**src/rtl/axis_filter_pkg.sv**
```systemverilog
// Shared types for the AXI-Stream image filter core: run-time filter modes
// and the frame-sequencing FSM states.
package axis_filter_pkg;

    // Run-time per-channel operation, encoded as driven on ctrl_mode.
    typedef enum logic [1:0] {
        PASS   = 2'd0,
        INVERT = 2'd1,
        THRESH = 2'd2,
        HBLUR  = 2'd3
    } mode_e;

    // Frame sequencing: RUN accepts input beats, DRAIN waits for the final
    // beat to leave the output register.
    typedef enum logic [1:0] {
        IDLE  = 2'd0,
        RUN   = 2'd1,
        DRAIN = 2'd2
    } state_e;

endpackage

```
**src/rtl/axis_image_filter_core_if.sv**
```systemverilog
// AXI-Stream video bundle (data, start-of-frame in tuser, end-of-line in tlast).
interface axis_image_filter_core_if #(
    parameter int DATA_W = 32
);
    logic              tvalid;
    logic              tready;
    logic [DATA_W-1:0] tdata;
    logic              tuser;
    logic              tlast;

    modport master (output tvalid, tdata, tuser, tlast, input tready);
    modport slave  (input tvalid, tdata, tuser, tlast, output tready);
endinterface

```
**src/rtl/axis_filter_chan_op.sv**
```systemverilog
// One colour channel of the filter: mode mux plus a two-deep pixel history
// feeding the 1-2-1 horizontal blur. The result is combinational; the top
// registers it together with the regenerated framing.
module axis_filter_chan_op
    import axis_filter_pkg::*;
#(
    parameter int CH_W = 8
) (
    input  logic            aclk,
    input  logic            aresetn,
    input  logic            advance,     // an input beat is accepted this cycle
    input  logic            first_col,   // current beat is column 0
    input  logic            second_col,  // current beat is column 1
    input  mode_e           mode,
    input  logic [CH_W-1:0] thresh,
    input  logic [CH_W-1:0] pix_in,
    output logic [CH_W-1:0] pix_out
);

    logic [CH_W-1:0] hist1_reg;   // x[c-1]
    logic [CH_W-1:0] hist2_reg;   // x[c-2]
    logic [CH_W-1:0] tap1;
    logic [CH_W-1:0] tap2;
    logic [CH_W+1:0] blur_sum;

    // Shift the history on every accepted beat; stale history across a row
    // boundary is never used because the left-edge taps override it.
    always_ff @(posedge aclk or negedge aresetn) begin
        if (!aresetn) begin
            hist1_reg <= '0;
            hist2_reg <= '0;
        end else if (advance) begin
            hist1_reg <= pix_in;
            hist2_reg <= hist1_reg;
        end
    end

    // Left-edge replication, blur adder (two spare bits, cannot overflow) and mode mux.
    always_comb begin
        tap1 = hist1_reg;
        tap2 = hist2_reg;
        if (first_col) begin
            tap1 = pix_in;
            tap2 = pix_in;
        end else if (second_col) begin
            tap2 = hist1_reg;
        end
        blur_sum = {2'b00, tap2} + {1'b0, tap1, 1'b0} + {2'b00, pix_in} + (CH_W+2)'(2);
        pix_out  = pix_in;
        case (mode)
            PASS:    pix_out = pix_in;
            INVERT:  pix_out = ~pix_in;
            THRESH:  pix_out = (pix_in >= thresh) ? '1 : '0;
            HBLUR:   pix_out = blur_sum[CH_W+1:2];
            default: pix_out = pix_in;
        endcase
    end

endmodule

```
**src/rtl/axis_image_filter_core.sv**
```systemverilog
// AXI-Stream pixel filter core: frame FSM, column/row counters, framing
// regeneration and error flags, one output register stage, and CHANNELS
// independent channel operators.
module axis_image_filter_core
    import axis_filter_pkg::*;
#(
    parameter int CHANNELS = 4,
    parameter int CH_W     = 8,
    parameter int DIM_W    = 12
) (
    input  logic             aclk,
    input  logic             aresetn,
    input  logic             ctrl_start,
    input  logic [1:0]       ctrl_mode,
    input  logic [CH_W-1:0]  ctrl_thresh,
    input  logic [DIM_W-1:0] ctrl_cols,
    input  logic [DIM_W-1:0] ctrl_rows,
    output logic             ctrl_busy,
    output logic             ctrl_done,
    input  logic             irq_clear,
    output logic             interrupt,
    output logic             err_sof,
    output logic             err_eol,
    axis_image_filter_core_if.slave  s_axis,
    axis_image_filter_core_if.master m_axis
);

    localparam int DATA_W = CHANNELS * CH_W;

    state_e             state_reg, state_next;
    mode_e              mode_reg;
    logic [CH_W-1:0]    thresh_reg;
    logic [DIM_W-1:0]   cols_reg, rows_reg;
    logic [DIM_W-1:0]   col_reg, row_reg;
    logic               m_valid_reg, m_user_reg, m_last_reg;
    logic [DATA_W-1:0]  m_data_reg;
    logic               done_reg, irq_reg, err_sof_reg, err_eol_reg;
    logic [DATA_W-1:0]  filt_data;

    logic s_ready, s_hs, m_hs, out_free;
    logic last_col, last_row, first_pix, start_ok, zero_dim, done_event;

    assign out_free  = !m_valid_reg || m_axis.tready;
    assign s_ready   = (state_reg == RUN) && out_free;
    assign s_hs      = s_ready && s_axis.tvalid;
    assign m_hs      = m_valid_reg && m_axis.tready;
    assign last_col  = (col_reg == cols_reg - 1'b1);
    assign last_row  = (row_reg == rows_reg - 1'b1);
    assign first_pix = (row_reg == '0) && (col_reg == '0);
    assign zero_dim  = (ctrl_cols == '0) || (ctrl_rows == '0);
    assign start_ok  = (state_reg == IDLE) && ctrl_start;

    // Next-state logic; done_event marks the edge on which a frame completes.
    always_comb begin
        state_next = state_reg;
        done_event = 1'b0;
        case (state_reg)
            IDLE: begin
                if (ctrl_start) begin
                    if (zero_dim) done_event = 1'b1;
                    else          state_next = RUN;
                end
            end
            RUN: begin
                if (s_hs && last_col && last_row) state_next = DRAIN;
            end
            DRAIN: begin
                if (m_hs) begin
                    state_next = IDLE;
                    done_event = 1'b1;
                end
            end
            default: state_next = IDLE;
        endcase
    end

    // FSM state register.
    always_ff @(posedge aclk or negedge aresetn) begin
        if (!aresetn) state_reg <= IDLE;
        else          state_reg <= state_next;
    end

    // Latch the frame configuration when a start is accepted.
    always_ff @(posedge aclk or negedge aresetn) begin
        if (!aresetn) begin
            mode_reg   <= PASS;
            thresh_reg <= '0;
            cols_reg   <= '0;
            rows_reg   <= '0;
        end else if (start_ok) begin
            mode_reg   <= mode_e'(ctrl_mode);
            thresh_reg <= ctrl_thresh;
            cols_reg   <= ctrl_cols;
            rows_reg   <= ctrl_rows;
        end
    end

    // Column/row position of the next input beat; row is never wrapped since
    // the frame ends on the last row.
    always_ff @(posedge aclk or negedge aresetn) begin
        if (!aresetn) begin
            col_reg <= '0;
            row_reg <= '0;
        end else if (start_ok) begin
            col_reg <= '0;
            row_reg <= '0;
        end else if (s_hs) begin
            if (last_col) begin
                col_reg <= '0;
                row_reg <= row_reg + 1'b1;
            end else begin
                col_reg <= col_reg + 1'b1;
            end
        end
    end

    // Sticky framing-error flags, cleared by each accepted start.
    always_ff @(posedge aclk or negedge aresetn) begin
        if (!aresetn) begin
            err_sof_reg <= 1'b0;
            err_eol_reg <= 1'b0;
        end else if (start_ok) begin
            err_sof_reg <= 1'b0;
            err_eol_reg <= 1'b0;
        end else if (s_hs) begin
            if (s_axis.tuser != first_pix) err_sof_reg <= 1'b1;
            if (s_axis.tlast != last_col)  err_eol_reg <= 1'b1;
        end
    end

    // Done pulse and sticky interrupt; a clear coinciding with completion
    // (or with the visible done pulse) loses to the set.
    always_ff @(posedge aclk or negedge aresetn) begin
        if (!aresetn) begin
            done_reg <= 1'b0;
            irq_reg  <= 1'b0;
        end else begin
            done_reg <= done_event;
            if (done_event || done_reg) irq_reg <= 1'b1;
            else if (irq_clear)         irq_reg <= 1'b0;
        end
    end

    // Per-channel operators; channel 0 sits in the LSBs.
    for (genvar gi = 0; gi < CHANNELS; gi++) begin : g_chan
        axis_filter_chan_op #(
            .CH_W (CH_W)
        ) u_chan (
            .aclk       (aclk),
            .aresetn    (aresetn),
            .advance    (s_hs),
            .first_col  (col_reg == '0),
            .second_col (col_reg == DIM_W'(1)),
            .mode       (mode_reg),
            .thresh     (thresh_reg),
            .pix_in     (s_axis.tdata[gi*CH_W +: CH_W]),
            .pix_out    (filt_data[gi*CH_W +: CH_W])
        );
    end

    // Single output stage: load on accept, hold while stalled, framing from counters.
    always_ff @(posedge aclk or negedge aresetn) begin
        if (!aresetn) begin
            m_valid_reg <= 1'b0;
            m_user_reg  <= 1'b0;
            m_last_reg  <= 1'b0;
            m_data_reg  <= '0;
        end else if (out_free) begin
            m_valid_reg <= s_hs;
            if (s_hs) begin
                m_data_reg <= filt_data;
                m_user_reg <= first_pix;
                m_last_reg <= last_col;
            end
        end
    end

    assign s_axis.tready = s_ready;
    assign m_axis.tvalid = m_valid_reg;
    assign m_axis.tdata  = m_data_reg;
    assign m_axis.tuser  = m_user_reg;
    assign m_axis.tlast  = m_last_reg;
    assign ctrl_busy     = (state_reg != IDLE);
    assign ctrl_done     = done_reg;
    assign interrupt     = irq_reg;
    assign err_sof       = err_sof_reg;
    assign err_eol       = err_eol_reg;

endmodule

```
**src/flat_wrapper.sv**
```systemverilog
// flat-port wrapper written by rule: the top's interface ports become plain ports
module axis_image_filter_core_flat import axis_filter_pkg::*;
#(
    parameter int CHANNELS = 4,
    parameter int CH_W     = 8,
    parameter int DIM_W    = 12
)
  (aclk, aresetn, ctrl_start, ctrl_mode, ctrl_thresh, ctrl_cols, ctrl_rows, ctrl_busy, ctrl_done, irq_clear, interrupt, err_sof, err_eol, s_axis_tvalid, s_axis_tdata, s_axis_tuser, s_axis_tlast, s_axis_tready, m_axis_tvalid, m_axis_tdata, m_axis_tuser, m_axis_tlast, m_axis_tready);
  axis_image_filter_core_if #(.DATA_W(32)) s_axis_i ();
  axis_image_filter_core_if #(.DATA_W(32)) m_axis_i ();
  input  logic aclk;
  input  logic aresetn;
  input  logic ctrl_start;
  input  logic [1:0] ctrl_mode;
  input  logic [CH_W-1:0] ctrl_thresh;
  input  logic [DIM_W-1:0] ctrl_cols;
  input  logic [DIM_W-1:0] ctrl_rows;
  output logic ctrl_busy;
  output logic ctrl_done;
  input  logic irq_clear;
  output logic interrupt;
  output logic err_sof;
  output logic err_eol;
  input wire logic [$bits(s_axis_i.tvalid)-1:0] s_axis_tvalid;
  input wire logic [$bits(s_axis_i.tdata)-1:0] s_axis_tdata;
  input wire logic [$bits(s_axis_i.tuser)-1:0] s_axis_tuser;
  input wire logic [$bits(s_axis_i.tlast)-1:0] s_axis_tlast;
  output wire logic [$bits(s_axis_i.tready)-1:0] s_axis_tready;
  output wire logic [$bits(m_axis_i.tvalid)-1:0] m_axis_tvalid;
  output wire logic [$bits(m_axis_i.tdata)-1:0] m_axis_tdata;
  output wire logic [$bits(m_axis_i.tuser)-1:0] m_axis_tuser;
  output wire logic [$bits(m_axis_i.tlast)-1:0] m_axis_tlast;
  input wire logic [$bits(m_axis_i.tready)-1:0] m_axis_tready;
  assign s_axis_i.tvalid = s_axis_tvalid;
  assign s_axis_i.tdata = s_axis_tdata;
  assign s_axis_i.tuser = s_axis_tuser;
  assign s_axis_i.tlast = s_axis_tlast;
  assign s_axis_tready = s_axis_i.tready;
  assign m_axis_tvalid = m_axis_i.tvalid;
  assign m_axis_tdata = m_axis_i.tdata;
  assign m_axis_tuser = m_axis_i.tuser;
  assign m_axis_tlast = m_axis_i.tlast;
  assign m_axis_i.tready = m_axis_tready;
  axis_image_filter_core #(.CHANNELS(CHANNELS), .CH_W(CH_W), .DIM_W(DIM_W)) u_core (.aclk(aclk), .aresetn(aresetn), .ctrl_start(ctrl_start), .ctrl_mode(ctrl_mode), .ctrl_thresh(ctrl_thresh), .ctrl_cols(ctrl_cols), .ctrl_rows(ctrl_rows), .ctrl_busy(ctrl_busy), .ctrl_done(ctrl_done), .irq_clear(irq_clear), .interrupt(interrupt), .err_sof(err_sof), .err_eol(err_eol), .s_axis(s_axis_i), .m_axis(m_axis_i));
endmodule
```
**config.mk**
```make
export PLATFORM = sky130hd
export DESIGN_NAME = axis_image_filter_core_flat
export DESIGN_NICKNAME = d
export VERILOG_FILES = /design/src/rtl/axis_filter_pkg.sv /design/src/rtl/axis_image_filter_core_if.sv /design/src/rtl/axis_filter_chan_op.sv /design/src/rtl/axis_image_filter_core.sv /design/src/flat_wrapper.sv
export SDC_FILE = /design/constraint.sdc
export NUM_CORES = 1
export LEC_CHECK = 0
export CAP_MARGIN = 20
export CORE_MARGIN = 2
export CORE_UTILIZATION = 30
export DETAILED_ROUTE_END_ITERATION = 7
export GPL_ROUTABILITY_DRIVEN = 0
export PLACE_DENSITY = 0.54
export SETUP_SLACK_MARGIN = 0.05
export SYNTH_ARGS = -nofsm -noshare
export SYNTH_HDL_FRONTEND = slang
export SYNTH_SLANG_ARGS = --single-unit
```
**constraint.sdc**
```tcl
create_clock -name aclk -period 4.8 [get_ports aclk]
set_input_delay 0.96 -clock aclk [delete_from_list [all_inputs] [get_ports aclk]]
set_output_delay 0.96 -clock aclk [all_outputs]
set_load 0.01 [all_outputs]
```
# Word-level counts from Yosys, hierarchy flattened
# Index checks and enable logic that the tools add are counted.
dict set report word_totals {
  wordCells 132
  reg_bits 163
  output_inout_bits 41
  in_bits 74
}
dict set report op_classes {
  reduce_logical 28
  order_cmp 4
  eq_ne 14
  muxes 43
  add_sub_neg 16
  bitwise 4
}
# operator n
set op_table {}
lappend op_table {{$mux 8} 16}
lappend op_table {{$pmux 8 s4} 4}
lappend op_table {{$mux 12} 6}
lappend op_table {{$logic_not 12->1} 4}
lappend op_table {{$add 10x2->10 const B} 4}
lappend op_table {{$add 10x8->10} 4}
lappend op_table {{$add 8x9->10} 4}
lappend op_table {{$ge 8x8->1} 4}
lappend op_table {{$not 8->8} 4}
lappend op_table {{$add 12x1->12 const B} 2}
lappend op_table {{$eq 12x12->1} 2}
lappend op_table {{$sub 12x1->12 const B} 2}
lappend op_table {{$eq 12x1->1 const B} 1}
lappend op_table {{$reduce_bool 2->1} 6}
lappend op_table {{$mux 1} 11}
lappend op_table {{$mux 2} 4}
lappend op_table {{$reduce_and 2->1} 4}
lappend op_table {{$logic_and 1x1->1} 7}
lappend op_table {{$eq 2x2->1 const B} 3}
lappend op_table {{$ne 2x2->1 const B} 3}
lappend op_table {{$pmux 2 s3} 1}
lappend op_table {{$eq 2x1->1 const B} 2}
lappend op_table {{$logic_not 2->1} 2}
lappend op_table {{$reduce_and 4->1} 1}
lappend op_table {{5 further kinds} 8}

# Depth between registers and ports, before layout
dict set report logic_depth {
  depth_word 8
  mapped_depth 17
  ltp_nobuf 15
}

# By module
# From an unflattened synthesis, not the netlist that was laid out.
dict set report hier_totals {
  hier_cells 1383
  hier_area_um2 12032.8
}
# mod cells_each area_per_inst_um2 seq_area_each_um2 instances
set by_module_without_submodules {}
lappend by_module_without_submodules {axis_image_filter_core 597 5118.7 2477.4 1}
lappend by_module_without_submodules {{axis_filter_chan_op at u_core.g_chan[2].u_chan ...} 189 1677.9 400.4 2}
lappend by_module_without_submodules {{axis_filter_chan_op at u_core.g_chan[0].u_chan} 206 1783.0 400.4 1}
lappend by_module_without_submodules {{axis_filter_chan_op at u_core.g_chan[1].u_chan} 202 1775.5 400.4 1}

# Least setup slack after synthesis
# OpenSTA, ideal clock, no wires.
dict set report synth_path {
  path_type {register to register}
  start {reg u_core.col_reg[9]}
  end {reg u_core.m_data_reg[21] (netlist: u_core.m_axis.tdata[21])}
  setup_slack_ns 0.185
  t_required_ns 4.674
  n_path_buf 4
  stages_incl_launch_ff 17
  arrival_time_ns 4.489
  period_less_slack_ns 4.615
  setup_time_ns 0.126
  cell_sequence {dfrtp_1 -> buf_6 -> nor4_1 -> and4_1 -> clkbuf_1 -> clkbuf_1 -> buf_1 -> a21oi_1 -> fa_1 -> inv_1 -> ha_1 -> a21oi_1 -> nand2_1 -> o2111a_1 -> or4_1 -> a211oi_1 -> o21ai_1}
}
dict set report synth_between {
  elab_chain_len 7
  word_cells_on_any_way 9
  cone_classes {add/sub (3); eq/ne (1); mux (4); reduce/logical (1)}
}
# element line
set synth_rtl {}
lappend synth_rtl {{start, declared} axis_image_filter_core.sv:34} ;# logic [DIM_W-1:0] col_reg, row_reg;
lappend synth_rtl {{start signal, assigned} axis_image_filter_core.sv:112} ;# col_reg <= col_reg + 1'b1;
lappend synth_rtl {{$eq 12x1->1} axis_image_filter_core.sv:153} ;# .second_col (col_reg == DIM_W'(1)),
lappend synth_rtl {{$mux 8} axis_filter_chan_op.sv:45} ;# end else if (second_col) begin
lappend synth_rtl {{$mux 8} axis_filter_chan_op.sv:42} ;# if (first_col) begin
lappend synth_rtl {{$add 8x9->10 *} axis_filter_chan_op.sv:48} ;# blur_sum = {2'b00, tap2} + {1'b0, tap1, 1'b0} + {2'b00, pix_in} + (CH_W+2)'(2);
lappend synth_rtl {{$add 10x8->10 *} axis_filter_chan_op.sv:48}
lappend synth_rtl {{$add 10x2->10 *} axis_filter_chan_op.sv:48}
lappend synth_rtl {{$pmux 8 s4 *} axis_filter_chan_op.sv:50} ;# case (mode)
lappend synth_rtl {{end signal, assigned} axis_image_filter_core.sv:171} ;# m_data_reg <= filt_data;
lappend synth_rtl {{end, declared} axis_image_filter_core.sv:36} ;# logic [DATA_W-1:0] m_data_reg;
# Every way passes the cells marked *; elsewhere a longest branch is shown, timed or not.
# A chain may end at the register's enable or synchronous reset.

# Worst setup path after layout
dict set report layout_path {
  start {reg u_core.col_reg[7]}
  end {reg u_core.m_data_reg[15] (netlist: u_core.m_axis.tdata[15])}
}
# Same word-level chain as after synthesis.

==> impl_results.md <==
- Antenna diodes: 0
- Synth-to-layout area growth: 19.6%
- Root Driver: clkbuf_16
- Pin count of the biggest net entering global routing: just under 80
- Combinational power share: 17.9%
- Ys async rst share: between 90% and 100%
- Top Usage Layer GRT: met2
- Critical Path Sink: u_core.m_axis.tdata[15]
- Pins Over Slew Limit: 0
- Switch Pwr: 1010 uW
- Post-CTS Hold Buffers: 0
- Leading cell types in the layout, fill and taps excluded: nand2_1, dfrtp_1, inv_1, clkdlybuf4s50_1, a21oi_1
- Drt wl/cell: between 15 and 20 um
- Initial cell density of the core: 30.4%
- DR vias: 10700
- Crit path DAT: 4.70 ns
- Post-Route Skew: 0.0138 ns
- RR Startpoint: u_core.col_reg[7]
- Clk_lat worst skew: 0.45 ns
- Register area share after synthesis: between 30% and 40%
- Layout net count: 1727
- Max H-tree Level: 4
- CTS Buf Count: 17
- GRT met1 Usage: 23.9%
- R2r endpoint: u_core.m_axis.tdata[15]
- Hold Crit Class: register to register
- # setup viols final: 0
- RSZ-0062 raised after global routing: no
- Area share of and/or/nand/nor cells after synthesis: 21.3%
- Final hold vios: 0
- Achievable Freq: 0.228 GHz
- Worst vdd ir: 0.245 mV
- CP max FO: 28
- LEAKAGE: around 0.007 uW
- Global-route wire length before repair: 58200 um
- Final Hold Slack: 0.475 ns
- Cell Int Power: 2430 uW
- Adder-cell area share of the yosys netlist: 12.1%
- Mux share of post-synthesis cell area: 4.43%
- Worst stage delay on the critical path: 0.61 ns
- PwrDens: 237 nW/um2
- Row count: 73
- Syn nets: 1639
- Worst Reg-to-Reg Cells: 16
- Grt met3 use: approximately 3.5%
- Commonest non-fill, non-tap cell in the layout: nand2_1
- Run status: finished clean
- Die width: 205 um
- Worst Hold Depth: 1
- CTS tree: built
- Mapped Area: 12100 um2
- Setup CP Type: register to register
- Vert. Die Dim: 205 um
- CTS resizes: 0
- Vias in the first global route: 10600
- Distinct cells, synth: 73
- CTS sink count: about 160
- Core area: 39800 um2
- Vias per cell: 5.12
- Clock buffer depth: 2
- Largest family of logic cells by synthesized area: simple AND/OR/NAND/NOR gates
- Ys Warns: 0
- Max-slew headroom: a little under half
- Post-CTS Repair Setup Buffers: 0
- XOR/XNOR Fraction of Synth Area: 4.91%
- Fraction of layout cells with a size suffix above 1: 5.95%
- Ys flop type: dfrtp_1
- CTS clk-pin slew, worst paths: 0.08 ns
- Worst Tran Pin Value: a little over 0.8 ns
- Sw Ratio: 29.4%
- Final core utilization: 36.4%
- Setup TNS Final: 0 ns
- Most used cell, CP: a21oi_1
- CP top delay family: simple AND/OR/NAND/NOR gates
- Synth Instances: roughly 1500
- Total Routing Usage GR: between 10% and 20%
- M2 GR Usage: 28.7%
- # IOs: 115
- Detailed Routing Iterations Pass 1: 6
- Grt ovf: 0
- Worst Path Buf+Inv: 2
- Final period util: about nine tenths
- Cells along the critical path: or4_4, nor3_4, nand2_1, buf_4, nand2_1, a21oi_1, a21oi_1, fa_1, inv_1, ha_1, and3_1, a21oi_1, a311oi_1, or2_2, a21oi_1, o221ai_1
- Initial antenna violation count: 1
- Compound-Gate Fraction of Synth Area: 17.3%
- Clk network pwr share: a little over two fifths
- Post-Place Cell Area: between 10000 and 15000 um2
- Dpl ws: 0.476 ns
- # fillers: 4124
- Sequential share of power: 39.9%
- Post-synth EDFFs: 0
- Maxcap violations: 0
- CP Capture Type: register
- Final min period: 4.39 ns
- Die Area: between 40000 and 50000 um2
- # port buffers: 114
- Startpoint Class: register
- Worst Slack Setup Final: a little over 0.4 ns
- Critical Path RT: between 5 and 6 ns
- Final WL: 36300 um
- Crit path max-delay cell type: or4_4
- Seq cells post-synth: 163
- FF-to-FF setup slack: roughly 0.41 ns
- Total number of cells along the worst setup path: 16
- # DRC: 0
- Avg Cell Area, Syn: between 8 and 9 um2
- Worst Setup SP: u_core.col_reg[7]
- Initial drt markers: ~680
- Design area: roughly 14000 um2
- Post-detail-place hpwl: about 26000 um
- Final ANT Viol Nets: 0
==> routing by layer <==
layer / vias up / wire length (um)
met5: - / 11
met4: 2 / 711
met3: 42 / 1780
met2: 227 / 16700
met1: 5163 / 17100
li1: 5254 / -
==> worst reg2reg max path, stage by stage, from the launching register on <==
cell and delay (ns):
dfrtp_1 0.46, or4_4 0.61, nor3_4 0.24, nand2_1 0.08, buf_4 0.27, nand2_1 0.13, a21oi_1 0.07, a21oi_1 0.21
fa_1 0.46, inv_1 0.07, ha_1 0.26, and3_1 0.19, a21oi_1 0.38, a311oi_1 0.21, or2_2 0.34, a21oi_1 0.15
o221ai_1 0.13
==> cell families after synthesis <==
family | after synthesis
multiplexers | 53
buffers and inverters | 198
flip-flops | 163
XOR/XNOR | 68
adder cells (fa/ha/maj) | 103
AO/OA/AOI/OAI | 325
AND/OR/NAND/NOR | 552
==> through the flow <==
stage,power [uW],instances
2_1_floorplan,1800,1462
3_3_place_gp,2010,2056
3_5_place_dp,2010,2056
4_1_cts,3480,2088
5_1_grt,3610,2088
6_report,3440,2088
==> cell usage after synthesis (5+ instances only) <==
cell type	count	area [um2]
xnor2_1	42	368
inv_1	121	454
and2_1	7	43.8
nand4_1	14	87.6
a31oi_1	15	93.8
a41oi_1	5	43.8
nor2_1	49	184
o21a_1	13	97.6
o311ai_0	7	61.3
or4_1	5	37.5
dfrtp_1	163	4080
a211oi_1	13	97.6
nand3_1	44	220
o31ai_1	19	143
o2111ai_1	5	43.8
nor3_1	28	140
nand2b_1	22	138
nand2_1	300	1130
a21oi_1	91	455
nor4_1	12	75.1
o211ai_1	10	75.1
clkbuf_1	62	233
a21o_1	9	67.6
or2_2	5	31.3
o21ai_0	86	430
and4_1	5	43.8
fa_1	24	480
a22o_1	6	52.6
a311oi_1	5	43.8
nand3b_1	5	37.5
buf_1	9	33.8
nor2b_1	8	50.1
mux2i_1	48	480
buf_2	5	25.0
nor3b_1	11	82.6
or3_1	9	56.3
ha_1	79	988
xor2_1	26	228
and3_1	16	100
==> worst min-delay path by stage <==
stage | start | to
finish | u_core.ctrl_done | u_core.interrupt
CTS | u_core.ctrl_done | u_core.interrupt
detailed placement | u_core.ctrl_done | u_core.interrupt
global route | u_core.g_chan[0].u_chan.hist2_reg[6] | u_core.g_chan[0].u_chan.hist2_reg[6]
floorplan | u_core.g_chan[0].u_chan.hist2_reg[0] | u_core.g_chan[0].u_chan.hist2_reg[0]
global placement | u_core.g_chan[3].u_chan.hist2_reg[0] | u_core.g_chan[3].u_chan.hist2_reg[0]
==> cell type report <==
cell class	instances	area (um2)	area share, %
clock buffer	17	425	2.94
clock inverter	15	169	1.17
inverter	121	454	3.13
multi-input combinational	1101	7300	50.4
sequential	163	4080	28.2
tap	525	657	4.53
timing repair buffer	146	1410	9.71
==> power groups by stage <==
stage	Sequential [uW]	Clock, uW	Combinational (uW)
3_5_place_dp	1400	0	616
6_report	1370	1450	617
3_3_place_gp	1400	0	609
4_1_cts	1370	1480	620
5_1_grt	1370	1540	700
2_1_floorplan	1400	0	397
No activity file was read; power rests on OpenSTA's default activity.
